`src/rtl/branch_predict_unit.sv`:
```
// Bimodal branch predictor (2-bit saturating counters) with EX-stage resolution.
// Define BPU_STATS_EN to add saturating BranchCount / MissCount outputs.
module branch_predict_unit #(
  parameter int         BHT_ENTRIES = 16,
  parameter logic [1:0] INIT_STATE  = 2'b01
) (
  input  logic        clk,
  input  logic        reset,
  input  logic [31:0] IFPC,
  output logic        PredTaken,
  input  logic        IDEXValid,
  input  logic        IDEXBranch,
  input  logic        IDEXJump,
  input  logic [31:0] IDEXPC,
  input  logic        IDEXPredTaken,
  input  logic        BranchCond,
  input  logic [31:0] IDEXTarget,
  input  logic        EXHold,
  output logic [1:0]  Nexttype,
  output logic [31:0] RecoverPC
`ifdef BPU_STATS_EN
  ,
  output logic [31:0] BranchCount,
  output logic [31:0] MissCount
`endif
);
  localparam int IDX = $clog2(BHT_ENTRIES);

  localparam logic [1:0] NT_PC4   = 2'b00;
  localparam logic [1:0] NT_BR    = 2'b01;
  localparam logic [1:0] NT_WRONG = 2'b10;
  localparam logic [1:0] NT_JUMP  = 2'b11;

  logic [BHT_ENTRIES-1:0][1:0] bht_q, bht_d;
  logic [IDX-1:0]              rd_idx, wr_idx;
  logic                        upd;
  logic [1:0]                  cur_cnt;

  assign rd_idx    = IFPC[IDX+1:2];
  assign wr_idx    = IDEXPC[IDX+1:2];
  assign PredTaken = bht_q[rd_idx][1];
  assign cur_cnt   = bht_q[wr_idx];

  // Only word-aligned index bits of the PCs reach the table.
  logic unused_pc_bits;
  assign unused_pc_bits = ^{IFPC[31:IDX+2], IFPC[1:0], IDEXPC[1:0]};

  always_comb begin
    Nexttype  = NT_PC4;
    RecoverPC = 32'd0;
    if (reset || !IDEXValid) begin
      Nexttype = NT_PC4;
    end else if (IDEXJump) begin
      Nexttype  = NT_JUMP;
      RecoverPC = IDEXTarget;
    end else if (IDEXBranch) begin
      if (BranchCond == IDEXPredTaken) begin
        Nexttype = NT_BR;
      end else begin
        Nexttype  = NT_WRONG;
        RecoverPC = BranchCond ? IDEXTarget : IDEXPC + 32'd4;
      end
    end
  end

  // A held branch stays in EX; it trains the table only on the cycle it leaves.
  assign upd = IDEXValid & IDEXBranch & ~IDEXJump & ~EXHold & ~reset;

  always_comb begin
    bht_d = bht_q;
    if (upd) begin
      if (BranchCond && cur_cnt != 2'b11)
        bht_d[wr_idx] = cur_cnt + 2'd1;
      else if (!BranchCond && cur_cnt != 2'b00)
        bht_d[wr_idx] = cur_cnt - 2'd1;
    end
  end

  always_ff @(posedge clk) begin
    if (reset) bht_q <= {BHT_ENTRIES{INIT_STATE}};
    else       bht_q <= bht_d;
  end

`ifdef BPU_STATS_EN
  logic [31:0] branch_cnt_q, branch_cnt_d;
  logic [31:0] miss_cnt_q, miss_cnt_d;

  always_comb begin
    branch_cnt_d = branch_cnt_q;
    miss_cnt_d   = miss_cnt_q;
    if (upd && branch_cnt_q != 32'hFFFF_FFFF)
      branch_cnt_d = branch_cnt_q + 32'd1;
    if (upd && Nexttype == NT_WRONG && miss_cnt_q != 32'hFFFF_FFFF)
      miss_cnt_d = miss_cnt_q + 32'd1;
  end

  always_ff @(posedge clk) begin
    if (reset) begin
      branch_cnt_q <= 32'd0;
      miss_cnt_q   <= 32'd0;
    end else begin
      branch_cnt_q <= branch_cnt_d;
      miss_cnt_q   <= miss_cnt_d;
    end
  end

  assign BranchCount = branch_cnt_q;
  assign MissCount   = miss_cnt_q;
`endif
endmodule

```
`config.mk`:
```
export PLATFORM = sky130hd
export DESIGN_NAME = branch_predict_unit
export DESIGN_NICKNAME = d
export VERILOG_FILES = /design/src/rtl/branch_predict_unit.sv
export SDC_FILE = /design/constraint.sdc
export NUM_CORES = 1
export LEC_CHECK = 0
export ABC_AREA = 1
export CAP_MARGIN = 20
export CORE_ASPECT_RATIO = 1.1
export CORE_MARGIN = 4
export CORE_UTILIZATION = 30
export DETAILED_ROUTE_END_ITERATION = 10
export HOLD_SLACK_MARGIN = 0.12
export PLACE_DENSITY = 0.59
export SKIP_LAST_GASP = 1
export SLEW_MARGIN = 30
export SYNTH_ARGS = -nofsm -noshare
export SYNTH_HDL_FRONTEND = slang
export SYNTH_SLANG_ARGS = --single-unit
```
`constraint.sdc`:
```
create_clock -name clk -period 3.9 [get_ports clk]
set_clock_uncertainty 0.05 [all_clocks]
set_input_delay 0.78 -clock clk [delete_from_list [all_inputs] [get_ports clk]]
set_output_delay 0.78 -clock clk [all_outputs]
set_load 0.03 [all_outputs]
```
======== After elaboration in Yosys (flattened, before gate mapping) ========
Index checks and enable logic that the tools add are counted.
storage, ports and cells
  output and inout bits ................... 35
  bits of input ports ..................... 104
  logic and storage cells ................. 59
  bits in registers ....................... 32
operators by class
  reductions and logical operators ........ 9
  $lt $le $gt $ge ......................... 3
  mux-type cells .......................... 19
  bitwise operators ....................... 7
  add/subtract/negate cells ............... 3
  equality and inequality tests ........... 2
operator list
  cell                                                                          number
  32-bit two-way mux                                                            7
  32-bit bitwise mux                                                            2
  32-bit by 3-bit adder with 32-bit output, second input constant               1
  2-bit binary-select mux with 4-bit select                                     2
  2-bit two-way mux                                                             7
  4-bit by 5-bit less-than comparator with 1-bit output, second input constant  2
  2-bit demux with 4-bit select                                                 1
  1-bit bitwise AND                                                             4
  4-bit by 1-bit >= comparator with 1-bit output, second input constant         1
  2-bit nonzero test                                                            2
  1-bit logical AND                                                             3
  1-bit NOT                                                                     3
  2-bit by 1-bit adder with 2-bit output, second input constant                 1
  1-bit zero test                                                               2
  2-bit inequality test, second input constant                                  1
  2-bit AND reduction                                                           1
  2-bit by 1-bit subtractor with 2-bit output, second input constant            1
  1-bit equality test                                                           1
  1-bit logical OR                                                              1

======== Logic depth before layout (Yosys ltp) ========
Gate-level depths: netlist (run 1).
  depth after elaboration ................. 7
  mapped depth ............................ 18
  mapped depth without buffers ............ 16

======== Worst setup path before layout (run 1) ========
OpenSTA, ideal clock, no wires.
  kind .................................... input port to output port
  start point ............................. in IDEXPC[2]
  end point ............................... out RecoverPC[16]
  stages on the path ...................... 9
  path slack .............................. 0.681 ns
  arrival ................................. 2.389 ns
  cell sequence ........................... ha_1 inv_1 nor2_2 nand2_1 inv_1 nand2_1 o21bai_1 o211ai_1 a21oi_1
on the way
  word-level cells in the longest chain between the ends .. 6
RTL lines
  item                                      RTL line  text
  start, declared                           14        input logic [31:0] IDEXPC,
  32-bit by 3-bit adder with 32-bit output  61        RecoverPC = BranchCond ? IDEXTarget : IDEXPC + 32'd4;
  32-bit two-way mux                        61
  32-bit two-way mux                        57        if (BranchCond == IDEXPredTaken) begin
  32-bit two-way mux                        56        end else if (IDEXBranch) begin
  32-bit two-way mux                        53        end else if (IDEXJump) begin
  32-bit two-way mux                        51        if (reset || !IDEXValid) begin
  end, declared                             20        output logic [31:0] RecoverPC
Every way passes these cells.

======== Worst setup path after layout (run 1) ========
Ends and elaborated chain as after synthesis.

==> results of run 1 <==
[placed cells by master, fill, tap and decap left out, types with 5 or more instances in the layout]
cell type / netlist / routed
nand3_1: 29 / 29
nand2_1: 162 / 162
o211ai_1: 9 / 9
o21bai_1: 10 / 10
xnor2_1: 7 / 7
o21ai_0: 61 / 61
nor2_1: 101 / 101
xor2_1: 8 / 8
nand4_1: 7 / 7
nand2_2: 8 / 8
inv_1: 64 / 64
dfxtp_1: 32 / 32
clkdlybuf4s50_1: 0 / 79
buf_4: 1 / 66
a21oi_1: 71 / 71
clkbuf_16: 0 / 5
ha_1: 6 / 6
[worst min-delay path, stage by stage (launching register included)]
cell	delay [ns]
dfxtp_1	0.32
inv_1	0.05
a21oi_1	0.05
[cell usage after synthesis (all sizes together)]
master and n:
a211oi 1, a21oi 71, a311oi 1, buf 13
clkbuf 11, clkinv 3, dfxtp 32, ha 6
inv 68, mux2i 1, nand2 171, nand3 31
nand4 8, nor2 108, nor3 4, nor4 1
o211ai 9, o21ai 65, o21bai 10, or2 1
xnor2 7, xor2 8
[path summary, 6_finish.rpt]
kind / from / end / slack (ns) / cells past startpoint
worst max-delay path: IDEXPC[2] / RecoverPC[16] / 0.16 / 12
worst min-delay path: bht_q[15] / bht_q[15] / 0.41 / 2
worst max register to register: flop / bht_q[31] / 1.46 / 12
worst min register to register: bht_q[15] / bht_q[15] / 0.41 / 2
[stage by stage]
stage	hold WS, ns	area [µm²]	std cells	total power, W	util
floorplan	0.383	3470	630	0.000528	-
global placement	0.399	4870	902	0.000715	0.438
detailed placement	0.406	4870	902	0.000717	0.438
CTS	0.414	5020	910	0.00111	0.452
global route	0.436	5030	910	0.00116	0.452
finish	0.412	5030	910	0.00110	0.452
[area by class of cell]
cell class | count | area [µm²] | share of cell area
Sequential cell | 32 | 641 | 0.127
Multi-Input combinational cell | 503 | 2450 | 0.488
Tap cell | 147 | 184 | 0.0366
Inverter | 71 | 268 | 0.0533
Clock buffer | 8 | 146 | 0.0291
Timing Repair Buffer | 149 | 1340 | 0.266
[routing by layer]
metal / global-route usage / routed length [µm] / up-vias
met5: 0 / 0 / -
met4: 0.0624 / 332 / 0
met3: 0.0275 / 556 / 26
met2: 0.363 / 6700 / 119
met1: 0.227 / 5510 / 1986
li1: - / - / 2304
[cells by family (layout without fill, tap and decap cells)]
logic type,after synthesis,after routing,synth area share
buffers and inverters,95,228,0.109
AND/OR/NAND/NOR,324,324,0.399
flip-flops,32,32,0.185
XOR/XNOR,15,15,0.0378
multiplexers,1,1,0.00288
AO/OA/AOI/OAI,157,157,0.245
adder cells (fa/ha/maj),6,6,0.0216
[report_power, final]
group | internal [W] | switching (W) | leakage (nW)
registers | 0.000328 | 0.000000283 | 0.258
logic | 0.000162 | 0.000219 | 1.90
clock network | 0.000254 | 0.000136 | 0.0712
total | 0.000744 | 0.000356 | 2.23
==> flow_summary.toml, run 1 <==
[sta]
fmax_ghz = 0.268
layout_min_cycle_time_ns = 3.74
rsz0062_at_grt = "false"
max_slew_margin = 0.645
worst_pin_slew_ns = 0.528
setup_viol = 0
worst_slack_ns = 0.163
hold_violations = 0
drv_slew = 0
tns_ns = 0
period_share = 0.958

[worst_setup_path]
start_kind = "input port"
max_stage_delay_ns = 0.60
crit_path_end_kind = "output pin"
crit_arrival_ns = 2.91
critPathTopFamily = "buffers and inverters"
cp_max_fo = 5
slowest_stage = "clkdlybuf4s50_1"
worstPathRequired_ns = 3.07
path_buf_inv = 5
cp_cell_sequence = "clkdlybuf4s50_1 > ha_1 > inv_1 > nor2_2 > nand2_1 > buf_4 > inv_1 > nand2_1 > o21bai_1 > o211ai_1 > a21oi_1 > buf_4"
crit_type = "input port to output pin"

[routing]
drtPass1Iterations = 4
drc = 0
via_count = 4435
wl_um = 13100
wl_per_cell_um = 14.4
viasPerCell = 4.87
drt_iter0_drc = 237
ant_nets = 0

[power_and_ir_drop]
power_leakage_nw = 2.23
power_density_mw_per_mm2 = 219
vdd_drop_max_mv = 0.126

[layout]
num-fill-cells = 1251
final_nets = 872
layout-drive-gt1-share = 0.128
num_antenna_cells = 0
area_delta_synth_final_pct = 44.8

[logic_synthesis]
yosys-top-cells-area = "dfxtp_1, nand2_1, nor2_1"
synth_top_area_cell = "dfxtp_1"
synth-seq-cells = 32
synth_top_area_frac = 0.185
synth_nets = 740
synth.cell_area_mm2 = 0.00347
yosys_warnings = 0
ys_types = 36
postSynthCellCount = 630
synth.avg_cell_area_um2 = 5.51
ys_seq_area_frac = 0.185

[clock_tree]
post_cts_resized = 0
clock-sinks = 32
cts_setup_buffers = 0
htreeDepth = 2
tritoncts = "built"
path_clk_slew_ns = 0.05
cts-hold-fix-buffers = 0
cts_buffers = 5
cts-root-buf = "clkbuf_16"
clock_latency_ns = 0.27
cts_max_path_buffers = 2

[global_route]
grt-ovfl-total = 0
grt_max_degree = 29
antenna_found_initial = 0
grt_pass1_vias = 4317
grt_first_pass_wirelength_um = 21400
grtUsageTotal = 0.194

[floorplanning]
dieWidth_um = 111
rows = 40
chipHeight_um = 121
floorplan.initialDensity = 0.312
die_area_mm2 = 0.0134
core_mm2 = 0.0111
io_pins = 139

[placement]
place_hpwl_um = 10800
port-buffer-count = 110
preCtsSetupSlack_ns = 0.0382
gp_congestion = 0.894

[run_status]
status = "finished clean"

[hold_path]
hp-class = "flop to flop"

[job]
cap_violations = 0
Power figures use the tool's default switching activity.
==> run 2, diff against run 1 <==
--- a/config.mk
+++ b/config.mk
@@ -12,9 +12,9 @@
 export CORE_UTILIZATION = 30
 export DETAILED_ROUTE_END_ITERATION = 10
 export HOLD_SLACK_MARGIN = 0.12
-export PLACE_DENSITY = 0.59
+export PLACE_DENSITY_LB_ADDON = 0.08
 export SKIP_LAST_GASP = 1
-export SLEW_MARGIN = 30
+export SLEW_MARGIN = 20
 export SYNTH_ARGS = -nofsm -noshare
 export SYNTH_HDL_FRONTEND = slang
 export SYNTH_SLANG_ARGS = --single-unit
==> flow_summary.toml, run 2 (synthesis gave the netlist of run 1 again) <==
[run_status]
status = "finished clean"

[layout]
layout_commonest_cell = "nand2_1"
area_delta_synth_final_pct = 42.6
final_nets = 862
final_area_mm2 = 0.00495
layout-drive-gt1-share = 0.124
most-common-layout-cells = "nand2_1, nor2_1, clkdlybuf4s50_1"
num-fill-cells = 1244
final_util = 0.445
num_antenna_cells = 0

[clock_tree]
tritoncts = "built"
cts-hold-fix-buffers = 0
clock_latency_ns = 0.27
clock-sinks = 32
cts_max_path_buffers = 2
cts-root-buf = "clkbuf_16"
htreeDepth = 2
cts_buffers = 5
path_clk_slew_ns = 0.05

[worst_setup_path]
max_stage_delay_ns = 0.66
slowest_stage = "clkdlybuf4s50_1"
cp_max_fo = 3
path_buf_inv = 4
start_kind = "input port"
worstPathRequired_ns = 3.07
timing.rr.start = "bht_q[27]"
cp_cell_sequence = "clkdlybuf4s50_1 > clkinv_1 > nor2_1 > nand4_1 > nor2_1 > xnor2_1 > nand2_1 > nand2_1 > inv_1 > clkdlybuf4s50_1"
timing.critical_path.from = "IDEXPC[2]"
crit_path_end_kind = "output pin"
crit_type = "input port to output pin"
crit_arrival_ns = 2.88
critPathTopFamily = "buffers and inverters"

[placement]
place_hpwl_um = 10300
port-buffer-count = 110
dpl_cell_area_mm2 = 0.00479
gp_congestion = 0.871

[global_route]
grt_first_pass_wirelength_um = 20400
grt-ovfl-total = 0
grt_pass1_vias = 4256
antenna_found_initial = 0
grt_max_degree = 29
grtUsageTotal = 0.184

[power_and_ir_drop]
total_power_w = 0.00108
power_leakage_nw = 2.14
vdd_drop_max_mv = 0.134
power_density_mw_per_mm2 = 219

[sta]
layout_min_cycle_time_ns = 3.71
rsz0062_at_grt = "true"
setup_viol = 0
worst_pin_slew_ns = 0.511
fmax_ghz = 0.270
period_share = 0.951
fin_hold_ws_ns = 0.412
max_slew_margin = 0.657
drv_slew = 0
hold_violations = 0
tns_ns = 0

[routing]
via_count = 4336
drt_iter0_drc = 183
drc = 0
wl_per_cell_um = 13.8
viasPerCell = 4.82
drtPass1Iterations = 4
wl_um = 12400
ant_nets = 0

[floorplanning]
die_area_mm2 = 0.0134
rows = 40
floorplan.initialDensity = 0.312
chipHeight_um = 121
core_mm2 = 0.0111
io_pins = 139
dieWidth_um = 111

[job]
cap_violations = 0

[hold_path]
hp-class = "flop to flop"
## run 2: cell types whose count changed in the layout (fill, tap and decap cells not counted)
| cell | change |
|---|---|
| buf_4 | -8 |
| dlymetal6s2s_1 | -3 |
| clkbuf_1 | -2 |
| clkinv_2 | +2 |
| clkdlybuf4s50_1 | +1 |
| nand2_1 | -1 |
| nand2_2 | +1 |
| nor2_2 | -1 |
| nor2_4 | +1 |
## run 2: path summary, 6_finish.rpt
check                                     end  slack [ns]  cells past startpoint
worst max-delay path            RecoverPC[19]        0.19                     10
worst min-delay path                     flop        0.41                      2
worst max register to register           flop        1.53                     14
worst min register to register           flop        0.41                      2
## run 2: what timing repair did
item / 4_1_cts / 5_1_grt
setup buffers: 0 / 0
endpoints found under the setup margin: 0 / 7
gates resized for setup: 0 / 3
## run 2: final cells by class
class	count	area, µm²	area share
inverter	71	268	0.0541
tap	147	184	0.0372
clock inverter	2	10.0	0.00202
timing repair buffer	139	1250	0.252
clock buffer	6	139	0.0281
sequential	32	641	0.129
multi-input combinational	503	2460	0.497
## run 2: worst reg2reg max path: cells and delay by family (launching register included)
kind            cells  cell delay (ns)
compound gates      5             0.55
fa+ha+maj           1             0.23
buf+inv             1             0.08
flops               1             0.29
simple gates        7             1.05
## run 2: stage by stage
| stage | std cells | setup WS [ns] |
|---|---|---|
| 6_report | 900 | 0.191 |
| 5_1_grt | 900 | -0.0117 |
| 4_1_cts | 900 | 0.0953 |
| 3_5_place_dp | 892 | 0.106 |
| 3_3_place_gp | 892 | 0.108 |
| 2_1_floorplan | 630 | 0.681 |
## run 2: where the power goes
group | leakage [nW] | internal, W | switching (W)
Combinational | 1.81 | 0.000157 | 0.000211
Clock | 0.0766 | 0.000251 | 0.000137
Sequential | 0.258 | 0.000328 | 0.000000263
Total | 2.14 | 0.000736 | 0.000348
## run 2: routing by layer
layer,global-route usage,share of wire
met4,0.0585,0.023
met2,0.361,0.53
met3,0.0225,0.037
met1,0.204,0.41
met5,0,0
